<file path="src/rtl/udp_rx_port_demux.sv">
// udp_rx_port_demux: steers whole UDP RX frames to one of M_COUNT application
// ports by matching the destination port against a fixed table. Frames with
// no matching entry are swallowed and counted in drop_count.
//
// state   | meaning
// --------+-----------------------------------------------------------------
// IDLE    | waiting for a header; payload input is held off
// FORWARD | payload of a matched frame flows combinationally to channel sel
// DROP    | payload of an unmatched frame is accepted and discarded
module udp_rx_port_demux #(
  parameter int                    M_COUNT    = 2,
  parameter logic [M_COUNT*16-1:0] M_PORTS    = {16'd1235, 16'd1234},
  parameter int                    DATA_WIDTH = 8,
  parameter int                    KEEP_WIDTH = DATA_WIDTH/8,
  parameter int                    USER_WIDTH = 1
) (
  input  logic                  clk,
  input  logic                  reset_n,

  input  logic                  s_udp_hdr_valid,
  output logic                  s_udp_hdr_ready,
  input  logic [31:0]           s_ip_source_ip,
  input  logic [15:0]           s_udp_source_port,
  input  logic [15:0]           s_udp_dest_port,
  input  logic [15:0]           s_udp_length,
  input  logic [DATA_WIDTH-1:0] s_udp_payload_axis_tdata,
  input  logic [KEEP_WIDTH-1:0] s_udp_payload_axis_tkeep,
  input  logic                  s_udp_payload_axis_tvalid,
  output logic                  s_udp_payload_axis_tready,
  input  logic                  s_udp_payload_axis_tlast,
  input  logic [USER_WIDTH-1:0] s_udp_payload_axis_tuser,

  output logic [M_COUNT-1:0]    m_udp_hdr_valid,
  input  logic [M_COUNT-1:0]    m_udp_hdr_ready,
  output logic [31:0]           m_ip_source_ip,
  output logic [15:0]           m_udp_source_port,
  output logic [15:0]           m_udp_dest_port,
  output logic [15:0]           m_udp_length,
  output logic [DATA_WIDTH-1:0] m_udp_payload_axis_tdata,
  output logic [KEEP_WIDTH-1:0] m_udp_payload_axis_tkeep,
  output logic [M_COUNT-1:0]    m_udp_payload_axis_tvalid,
  input  logic [M_COUNT-1:0]    m_udp_payload_axis_tready,
  output logic                  m_udp_payload_axis_tlast,
  output logic [USER_WIDTH-1:0] m_udp_payload_axis_tuser,

  output logic [31:0]           drop_count
);

  localparam int SEL_W = (M_COUNT > 1) ? $clog2(M_COUNT) : 1;

  typedef enum logic [1:0] {
    IDLE    = 2'd0,
    FORWARD = 2'd1,
    DROP    = 2'd2
  } state_t;

  state_t             state;
  state_t             state_next;
  logic [SEL_W-1:0]   sel;
  logic               hdr_pending;
  logic               match_found;
  logic [SEL_W-1:0]   match_idx;
  logic               hdr_accept;
  logic               beat_last;

  // Table lookup; scanning from the top down lets the lowest index win.
  always_comb begin
    match_found = 1'b0;
    match_idx   = '0;
    for (int i = M_COUNT - 1; i >= 0; i--) begin
      if (s_udp_dest_port == M_PORTS[16*i +: 16]) begin
        match_found = 1'b1;
        match_idx   = SEL_W'(i);
      end
    end
  end

  // A new header is only taken once the previous one has left, and never
  // while reset is held (the async reset forces IDLE, which alone would
  // otherwise advertise ready).
  assign s_udp_hdr_ready = reset_n && (state == IDLE) && !hdr_pending;
  assign hdr_accept      = s_udp_hdr_valid && s_udp_hdr_ready;
  assign beat_last       = s_udp_payload_axis_tvalid && s_udp_payload_axis_tready &&
                           s_udp_payload_axis_tlast;

  // Payload sideband is a shared bus; only tvalid is steered per channel.
  assign m_udp_payload_axis_tdata = s_udp_payload_axis_tdata;
  assign m_udp_payload_axis_tkeep = s_udp_payload_axis_tkeep;
  assign m_udp_payload_axis_tlast = s_udp_payload_axis_tlast;
  assign m_udp_payload_axis_tuser = s_udp_payload_axis_tuser;

  // Header valid is a one-hot decode of the pending flag onto channel sel.
  always_comb begin
    m_udp_hdr_valid = '0;
    if (hdr_pending) begin
      m_udp_hdr_valid[sel] = 1'b1;
    end
  end

  // State register.
  always_ff @(posedge clk or negedge reset_n) begin
    if (!reset_n) begin
      state <= IDLE;
    end else begin
      state <= state_next;
    end
  end

  // Next-state and payload steering.
  always_comb begin
    state_next                = state;
    s_udp_payload_axis_tready = 1'b0;
    m_udp_payload_axis_tvalid = '0;
    case (state)
      IDLE: begin
        if (hdr_accept) begin
          state_next = match_found ? FORWARD : DROP;
        end
      end
      FORWARD: begin
        m_udp_payload_axis_tvalid[sel] = s_udp_payload_axis_tvalid;
        s_udp_payload_axis_tready      = m_udp_payload_axis_tready[sel];
        if (beat_last) begin
          state_next = IDLE;
        end
      end
      DROP: begin
        s_udp_payload_axis_tready = 1'b1;
        if (beat_last) begin
          state_next = IDLE;
        end
      end
      default: begin
        state_next = IDLE;
      end
    endcase
  end

  // Header capture, channel select and pending flag. The pending flag is
  // independent of the payload so data may run ahead of a stalled header.
  always_ff @(posedge clk or negedge reset_n) begin
    if (!reset_n) begin
      sel               <= '0;
      hdr_pending       <= 1'b0;
      m_ip_source_ip    <= '0;
      m_udp_source_port <= '0;
      m_udp_dest_port   <= '0;
      m_udp_length      <= '0;
    end else begin
      if (hdr_accept && match_found) begin
        sel               <= match_idx;
        hdr_pending       <= 1'b1;
        m_ip_source_ip    <= s_ip_source_ip;
        m_udp_source_port <= s_udp_source_port;
        m_udp_dest_port   <= s_udp_dest_port;
        m_udp_length      <= s_udp_length;
      end else if (hdr_pending && m_udp_hdr_ready[sel]) begin
        hdr_pending <= 1'b0;
      end
    end
  end

  // Unmatched frame counter, free-running wrap.
  always_ff @(posedge clk or negedge reset_n) begin
    if (!reset_n) begin
      drop_count <= '0;
    end else if (hdr_accept && !match_found) begin
      drop_count <= drop_count + 32'd1;
    end
  end

endmodule

</file>
<file path="config.mk">
export PLATFORM = sky130hd
export DESIGN_NAME = udp_rx_port_demux
export DESIGN_NICKNAME = d
export VERILOG_FILES = /design/src/rtl/udp_rx_port_demux.sv
export SDC_FILE = /design/constraint.sdc
export NUM_CORES = 1
export LEC_CHECK = 0
export ABC_AREA = 1
export CORE_MARGIN = 2
export CORE_UTILIZATION = 43
export DETAILED_ROUTE_END_ITERATION = 8
export GPL_TIMING_DRIVEN = 0
export HOLD_SLACK_MARGIN = 0.15
export MAX_ROUTING_LAYER = met4
export PLACE_DENSITY = 0.8
export SLEW_MARGIN = 20
export SYNTH_ARGS = -nofsm -noshare
export SYNTH_HDL_FRONTEND = slang
export SYNTH_SLANG_ARGS = --single-unit
</file>
<file path="constraint.sdc">
create_clock -name clk -period 1.9 [get_ports clk]
set_input_delay 0.38 -clock clk [delete_from_list [all_inputs] [get_ports clk]]
set_output_delay 0.38 -clock clk [all_outputs]
set_load 0.02 [all_outputs]
</file>
Yosys cells after proc, flatten, opt, wreduce, memory -nomap -nowiden
Cells that the tools add are included.
{"block": "op_classes", "n_addsub": 1, "order_cmp": 2, "n_eq_ne": 6, "mux": 18, "bitwise_logic": 1, "n_reduce_logical": 15}
{"operator": "adder 32 x 1 -> 32 bit, second input constant", "n": 1}
{"operator": "== test 16 x 11 -> 1 bit, second input constant", "n": 2}
{"operator": "two-way mux 1 bit", "n": 10}
{"operator": "two-way mux 2 bit", "n": 5}
{"operator": "logical AND 1 bit", "n": 9}
{"operator": "case mux 2 bit (2 select lines)", "n": 1}
{"operator": "AND 2 bit", "n": 1}
{"operator": "== test 2 x 1 -> 1 bit, second input constant", "n": 1}
{"operator": "== test 2 bit, second input constant", "n": 1}
{"operator": "zero test 1 bit", "n": 2}
{"operator": "zero test 2 bit", "n": 1}
{"operator": "less-than comparator 1 x 2 -> 1 bit, second input constant", "n": 1}
{"operator": "!= test 2 x 1 -> 1 bit, second input constant", "n": 1}
{"operator": "!= test 2 bit, second input constant", "n": 1}
{"operator": "case mux 1 bit (2 select lines)", "n": 1}
{"operator": "AND reduction 2 bit", "n": 1}
{"operator": "nonzero test 2 bit", "n": 1}
{"operator": "OR reduction 2 bit", "n": 1}
{"operator": "demux 1 bit (select 1 bit)", "n": 1}
{"operator": "greater-or-equal comparator 1 bit, second input constant", "n": 1}
{"block": "totals", "ff_bits": 116, "inputBits": 99}

Logic depth before layout (Yosys ltp)
Gate-level depths: netlist (run 1).
{"block": "logic_depth", "depth_word": 7, "mapped_depth": 11, "depth_no_buf": 11}

Least setup slack after synthesis (run 1)
OpenSTA, ideal clock, no wires.
{"block": "synth_timing", "path_kind": "flip-flop to flip-flop", "startpoint": "register state[0]", "endpoint": "register m_ip_source_ip[28]", "setup_time_ps": 116, "arrival_ps": 1556, "path_slack_ps": 227, "path_stages_with_launch": 12, "path_buffers": 2, "period_less_slack_ps": 1673, "cell_sequence": "dfrtp_1 -> inv_1 -> ha_1 -> nand3_1 -> inv_2 -> nand2_2 -> inv_2 -> nand3_2 -> buf_2 -> buf_6 -> nand2_1 -> nand2_1"}
{"block": "synth_via", "elab_chain_cells": 5}
{"item": "start, declared", "line_no": "57", "source": "state_t state;"}
{"item": "start signal, assigned", "line_no": "105", "source": "state <= state_next;"}
{"item": "zero test 2 bit", "line_no": "81", "source": "assign s_udp_hdr_ready = reset_n && (state == IDLE) && !hdr_pending;"}
{"item": "logical AND 1 bit (2 in series)", "line_no": "81"}
{"item": "net s_udp_hdr_ready", "line_no": "21", "source": "output logic s_udp_hdr_ready,"}
{"item": "logical AND 1 bit", "line_no": "82", "source": "assign hdr_accept = s_udp_hdr_valid && s_udp_hdr_ready;"}
{"item": "logical AND 1 bit", "line_no": "150", "source": "if (hdr_accept && match_found) begin"}
{"item": "end signal, assigned", "line_no": "153", "source": "m_ip_source_ip <= s_ip_source_ip;"}
{"item": "end, declared", "line_no": "35", "source": "output logic [31:0] m_ip_source_ip,"}
The timed path passes the listed nets, and every way through them passes these cells.
A chain may end at the register's enable or synchronous reset.

Final worst setup path (run 1)
{"block": "layout_timing", "startpoint": "register state[1]", "endpoint": "output s_udp_payload_axis_tready"}
{"block": "layout_via", "elab_chain_cells": 2, "elab_cells_between_ends": 3}
{"item": "== test 2 bit or == test 2 x 1 -> 1 bit (tied branches)", "line_no": "114", "source": "case (state)"}
{"item": "case mux 1 bit (2 select lines) (*)", "line_no": "114"}
{"item": "end, declared", "line_no": "29", "source": "output logic s_udp_payload_axis_tready,"}
Every way passes the cells marked *; elsewhere a longest branch is shown, timed or not.

==> flow_summary.ini, run 1 <==
[finish]
fin_area_um2 = 8770
fin_nets = 1090
area_delta_synth_final_pct = 58.9
fillers = 996
drive_gt1_share_pct = 9.01

[clock_tree]
cts_root_buf = clkbuf_16
tritoncts = built
h-tree-depth = 4
path_clk_slew_ps = 50
cts_made_buffers = 17
cts.path.max_buffers = 2
clk_latency_ps = 420
clock-sinks = 116

[timing]
finalHoldViolations = 0
tightestPinTransition_ps = 326
period_needed_ps = 1970
max_freq_mhz = 507
relSlewSlack_pct = 78.2
period_share_pct = 104
grt_setup_unrepaired = yes
fin_skew_ps = 4.79
slew_violations = 0
final.setup.worst_slack_ps = -72.2
setup_violations = 1
hold_ws_ps = 460

[hold_path]
min_path_cells = 1
hold_end = m_udp_dest_port[4]
hp-start = m_udp_dest_port[4]
min_path_type = reg2reg

[synthesis]
syn-instance-count = 742
synth.distinct_cells = 26
syn_area_per_cell_um2 = 7.44
syn-num-nets = 845
async_reset_ff_share_pct = 100
synth-edff-count = 0
ys_ff_latch = 116
seq_area_frac_synth_pct = 52.6
yosysWarnings = 0
ys.flop_type = dfrtp_1
synth_area_um2 = 5520

[setup_path]
timing.rr.start = state[0]
reg2reg_slack_ps = 110
r2r_end = m_udp_length[1]
worst-setup-path-type = reg2out
worstPathRequired_ps = 1520
critPathArrivalTime_ps = 1590
start_kind = register
path_max_fanout = 3
cp-end-kind = primary output
rr_worst_depth = 11

[floorplan]
rows = 41
dieArea_um2 = 13800
fp.coreArea_um2 = 12600
fp.dieW_um = 117
start_util_pct = 43.9
io_pins = 228
fp.dieH_um = 117

[pwr]
ir_drop_mv = 0.528
powerDensity_nw_per_um2 = 803
leakage_uw = 0.00455
finalPower_uw = 7040

[place]
routabilityCongestion = 0.943
io_buffers = 217
placed_cell_area_um2 = 7940
dp_hpwl_mm = 12.2

[grt]
gr-total-overflow = 0
grt_pass1_vias = 5605
grt_max_degree = 47
track_usage_pct = 26.5
antenna_found_initial = 1
grt_pass1_wl_mm = 27.7

[route]
drc_errors = 0
drtPass1Iterations = 6
wl_mm = 17.1
vias_per_cell = 4.72
drtIter0Drc = 321
wl_per_cell_um = 14.6
vias = 5526
final_antenna_net_count = 0

[job]
cap_violations = 0

[status]
violations = negative setup slack
outcome = finished with violations
## Yosys cell counts, types with 3 or more instances
| master | number | area share, % |
|---|---|---|
| buf_2 | 13 | 1.2 |
| buf_4 | 12 | 1.6 |
| clkbuf_1 | 4 | 0.27 |
| dfrtp_1 | 116 | 53 |
| ha_1 | 4 | 0.91 |
| inv_1 | 50 | 3.4 |
| inv_2 | 4 | 0.27 |
| nand2_1 | 399 | 27 |
| nand2_2 | 3 | 0.34 |
| nand3_1 | 20 | 1.8 |
| nand4_1 | 3 | 0.34 |
| nor2_1 | 73 | 5.0 |
| o21ai_0 | 13 | 1.2 |
| or2_1 | 5 | 0.57 |
| xnor2_1 | 7 | 1.1 |
| xor2_1 | 3 | 0.48 |
## where the power goes
group / switching (uW) / internal (uW)
combinational: 553 / 517
clock: 1120 / 2150
sequential: 137 / 2560
## sequential cells by signal, summed over array words and instances (netlist names)
signal and cells:
hdr_pending 1, m_udp_dest_port 16, m_udp_source_port 16, m_udp_length 16, drop_count 32, m_ip_source_ip 32, sel 1, state 2
## cell type report
class	count	area (um2)	area share (%)
Sequential cell	116	2900	33.1
Timing Repair Buffer	226	2360	26.9
Multi-Input combinational cell	541	2260	25.7
Clock buffer	22	474	5.41
Buffer	31	224	2.55
Tap cell	172	215	2.45
Inverter	54	210	2.40
Clock inverter	9	128	1.45
Antenna cell	1	2.50	0.0285
## critical path, stage by stage (launching register included)
cell and delay, ps:
dfrtp_1 400, inv_2 90, ha_4 130, inv_4 40, nor2_2 70, nand2_1 100
a21boi_2 180, buf_4 170
## logic make-up after synthesis
family	count (synthesis)	synth area share [%]
fa+ha+maj	4	0.906
flops	116	52.6
simple gates	508	35.8
xor+xnor	10	1.59
compound gates	19	1.97
buf+inv	85	7.16
## how the worst max path moves through the flow
stage	startpoint	to	slack (ps)	cells after the start
finish	state[1]	s_udp_payload_axis_tready	-70	7
global route	state[1]	s_udp_payload_axis_tready	-120	7
CTS	state[1]	s_udp_payload_axis_tready	-70	7
detailed placement	reset_n	m_udp_dest_port[8]	-630	10
global placement	reset_n	m_udp_length[6]	-4520	10
floorplan	state[0]	m_ip_source_ip[28]	230	11
## stage by stage
step | TNS (ps) | std cells | setup slack [ps] | utilization [%]
2_1_floorplan | 0 | 742 | 227 | -
3_3_place_gp | -994000 | 1131 | -4520 | 62.9
3_5_place_dp | -59980 | 1132 | -627 | 63.2
4_1_cts | -67.8 | 1170 | -67.8 | 68.9
5_1_grt | -121 | 1172 | -121 | 69.8
6_report | -72.2 | 1172 | -72.2 | 69.8
## per-layer routing
layer	wire length [um]	GRT usage, %	up-vias
met1	6700	29.9	2561
met3	1840	11.6	45
met5	0	-	-
met2	7920	41.1	205
met4	635	11.7	0
li1	-	-	2715
## placed cells by master, fill, tap and decap left out, types with 2 or more instances in the layout
cell,count
o21ai_0,13
clkbuf_16,17
nand2_2,3
xnor2_1,7
or2_1,5
nand3b_1,2
dlygate4sd2_1,13
buf_6,3
nand4_1,3
clkinv_4,2
clkdlybuf4s50_1,185
clkbuf_1,2
inv_2,4
inv_4,3
dlygate4sd3_1,3
nor2_2,2
clkbuf_2,4
buf_16,3
dlymetal6s2s_1,14
buf_2,6
clkinv_2,4
o21ai_1,2
ha_1,3
clkbuf_4,7
inv_1,47
buf_4,15
bufinv_16,3
clkbuf_8,3
nand3_1,20
nor2_1,71
xor2_1,3
dfrtp_1,115
nand2_1,399
## timing repair
action | 4_1_cts | 5_1_grt
setup endpoints to repair | 100 | 104
cloned | 1 | 0
hold endpoints to repair | 46 | 0
setup buffers | 0 | 1
hold buffers | 6 | 0
resized for setup | 35 | 46
pin swaps | 0 | 3
Note: power is estimated with default switching activity, not from simulation.
==> run 2: changes to the inputs <==
CORE_UTILIZATION = 39   (was 43)
PLACE_DENSITY = 0.77   (was 0.8)
SKIP_CTS_REPAIR_TIMING = 1   (was unset)
SLEW_MARGIN = unset   (was 20)
clock period = 1.8 ns   (was 1.9 ns; I/O delays follow)
==> run 2 against run 1 <==
Compared with the run above: the run ends with negative hold slack, negative setup slack left; highest routed layer unchanged; final cell count increased by 0.85%; critical path type unchanged; core utilization down 4.2 points; critical endpoint unchanged; register-to-register slack worse by 110 ps.
==> flow_summary.ini, run 2 (synthesis results as in run 1) <==
[status]
outcome = finished with violations
violations = negative hold slack, negative setup slack

[floorplan]
fp.coreArea_um2 = 13900
rows = 43
dieArea_um2 = 15100
fp.dieW_um = 123
fp.dieH_um = 123
io_pins = 228
start_util_pct = 39.8

[setup_path]
worstSetupStartpoint = state[1]
path_max_fanout = 3
worst-setup-path-type = reg2out
critPathArrivalTime_ps = 1550
r2r_end = m_udp_length[12]
endpoint = s_udp_payload_axis_tready
start_kind = register
timing.rr.start = state[1]
worstPathRequired_ps = 1440
rr_worst_depth = 12
reg2reg_slack_ps = 0
cp-end-kind = primary output

[finish]
drive_gt1_share_pct = 12.9
final_common_cell = nand2_1
final_cell_mix = nand2_1 (369), clkdlybuf4s50_1 (149), dfrtp_1 (115)
antenna_cells = 0
fin_nets = 1093
reg_top3 = drop_count: 32 flops, m_ip_source_ip: 32 flops
final_core_util_pct = 65.5
area_delta_synth_final_pct = 64.8
fin_area_um2 = 9100

[place]
dp_hpwl_mm = 11.7
routabilityCongestion = 0.946
placed_cell_area_um2 = 7950
dp_slack_ps = -646
io_buffers = 217

[pwr]
powerDensity_nw_per_um2 = 802
ir_drop_mv = 0.618
leakage_uw = 0.00531

[grt]
gr-total-overflow = 0
grt_pass1_vias = 5237
grt_max_degree = 99
track_usage_pct = 22.7
grt_pass1_wl_mm = 25.6
antenna_found_initial = 0

[route]
wl_mm = 17.0
drc_errors = 0
vias = 5528
drtIter0Drc = 345
drtPass1Iterations = 4
wl_per_cell_um = 14.4
final_antenna_net_count = 0
vias_per_cell = 4.68

[timing]
period_share_pct = 106
period_needed_ps = 1910
final.setup.worst_slack_ps = -112
slew_violations = 0
relSlewSlack_pct = 42.9
hold_ws_ps = -21.9
tightestPinTransition_ps = 853
grt_setup_unrepaired = yes
setup_tns_ps = -120
finalHoldViolations = 49
setup_violations = 3
fin_skew_ps = 12.2
max_freq_mhz = 523

[clock_tree]
path_clk_slew_ps = 60
clk_latency_ps = 420
tritoncts = built
h-tree-depth = 4
cts.path.max_buffers = 2
cts_root_buf = clkbuf_16
cts_made_buffers = 17
clock-sinks = 116

[hold_path]
min_path_type = in2async

[job]
cap_violations = 0
run 2: area by class of cell:
type | instances | area (um2)
sequential | 116 | 2900
timing repair buffer | 229 | 2530
buffer | 31 | 249
tap | 180 | 225
multi-input combinational | 541 | 2400
inverter | 54 | 210
clock buffer | 22 | 474
fill | 1165 | 4780
clock inverter | 9 | 104
run 2: critical path, stage by stage (launching register included):
cell and delay [ps]:
dfrtp_1 410, inv_2 110, ha_4 130, inv_2 40
nor2_1 90, nand2_1 70, a21boi_1 120, buf_4 160
run 2: worst min path at each step:
stage / startpoint / endpoint / slack [ps] / depth (start not counted)
final: reset_n / m_ip_source_ip[29] / -20 / 2
after global routing: reset_n / m_ip_source_ip[29] / -20 / 2
after CTS: reset_n / drop_count[5] / -220 / 1
after detailed placement: reset_n / drop_count[5] / 220 / 1
after global placement: m_udp_dest_port[4] / m_udp_dest_port[4] / 450 / 1
after floorplan: reset_n / drop_count[0] / 60 / 0
run 2: where the power goes:
| group | leakage [uW] | internal, uW | switching (uW) |
|---|---|---|---|
| combinational | 0.00347 | 547 | 566 |
| sequential | 0.00156 | 2710 | 152 |
| clock | 0.000282 | 2130 | 1190 |
| total | 0.00531 | 5380 | 1910 |
run 2: per-stage QoR:
stage	power [uW]	instances
after global placement	3940	1139
final	7290	1182
after CTS	7280	1171
after global routing	7580	1182
after detailed placement	3960	1140
after floorplan	3370	742
run 2: per-layer routing:
layer | track usage [%] | part of all wire [%] | vias to the layer above | routed length [um]
li1 | - | - | 2721 | -
met1 | 27.2 | 42 | 2568 | 7120
met2 | 35.6 | 48 | 213 | 8130
met3 | 7.38 | 8.3 | 26 | 1410
met4 | 8.81 | 2.0 | 0 | 333
met5 | - | 0 | - | 0
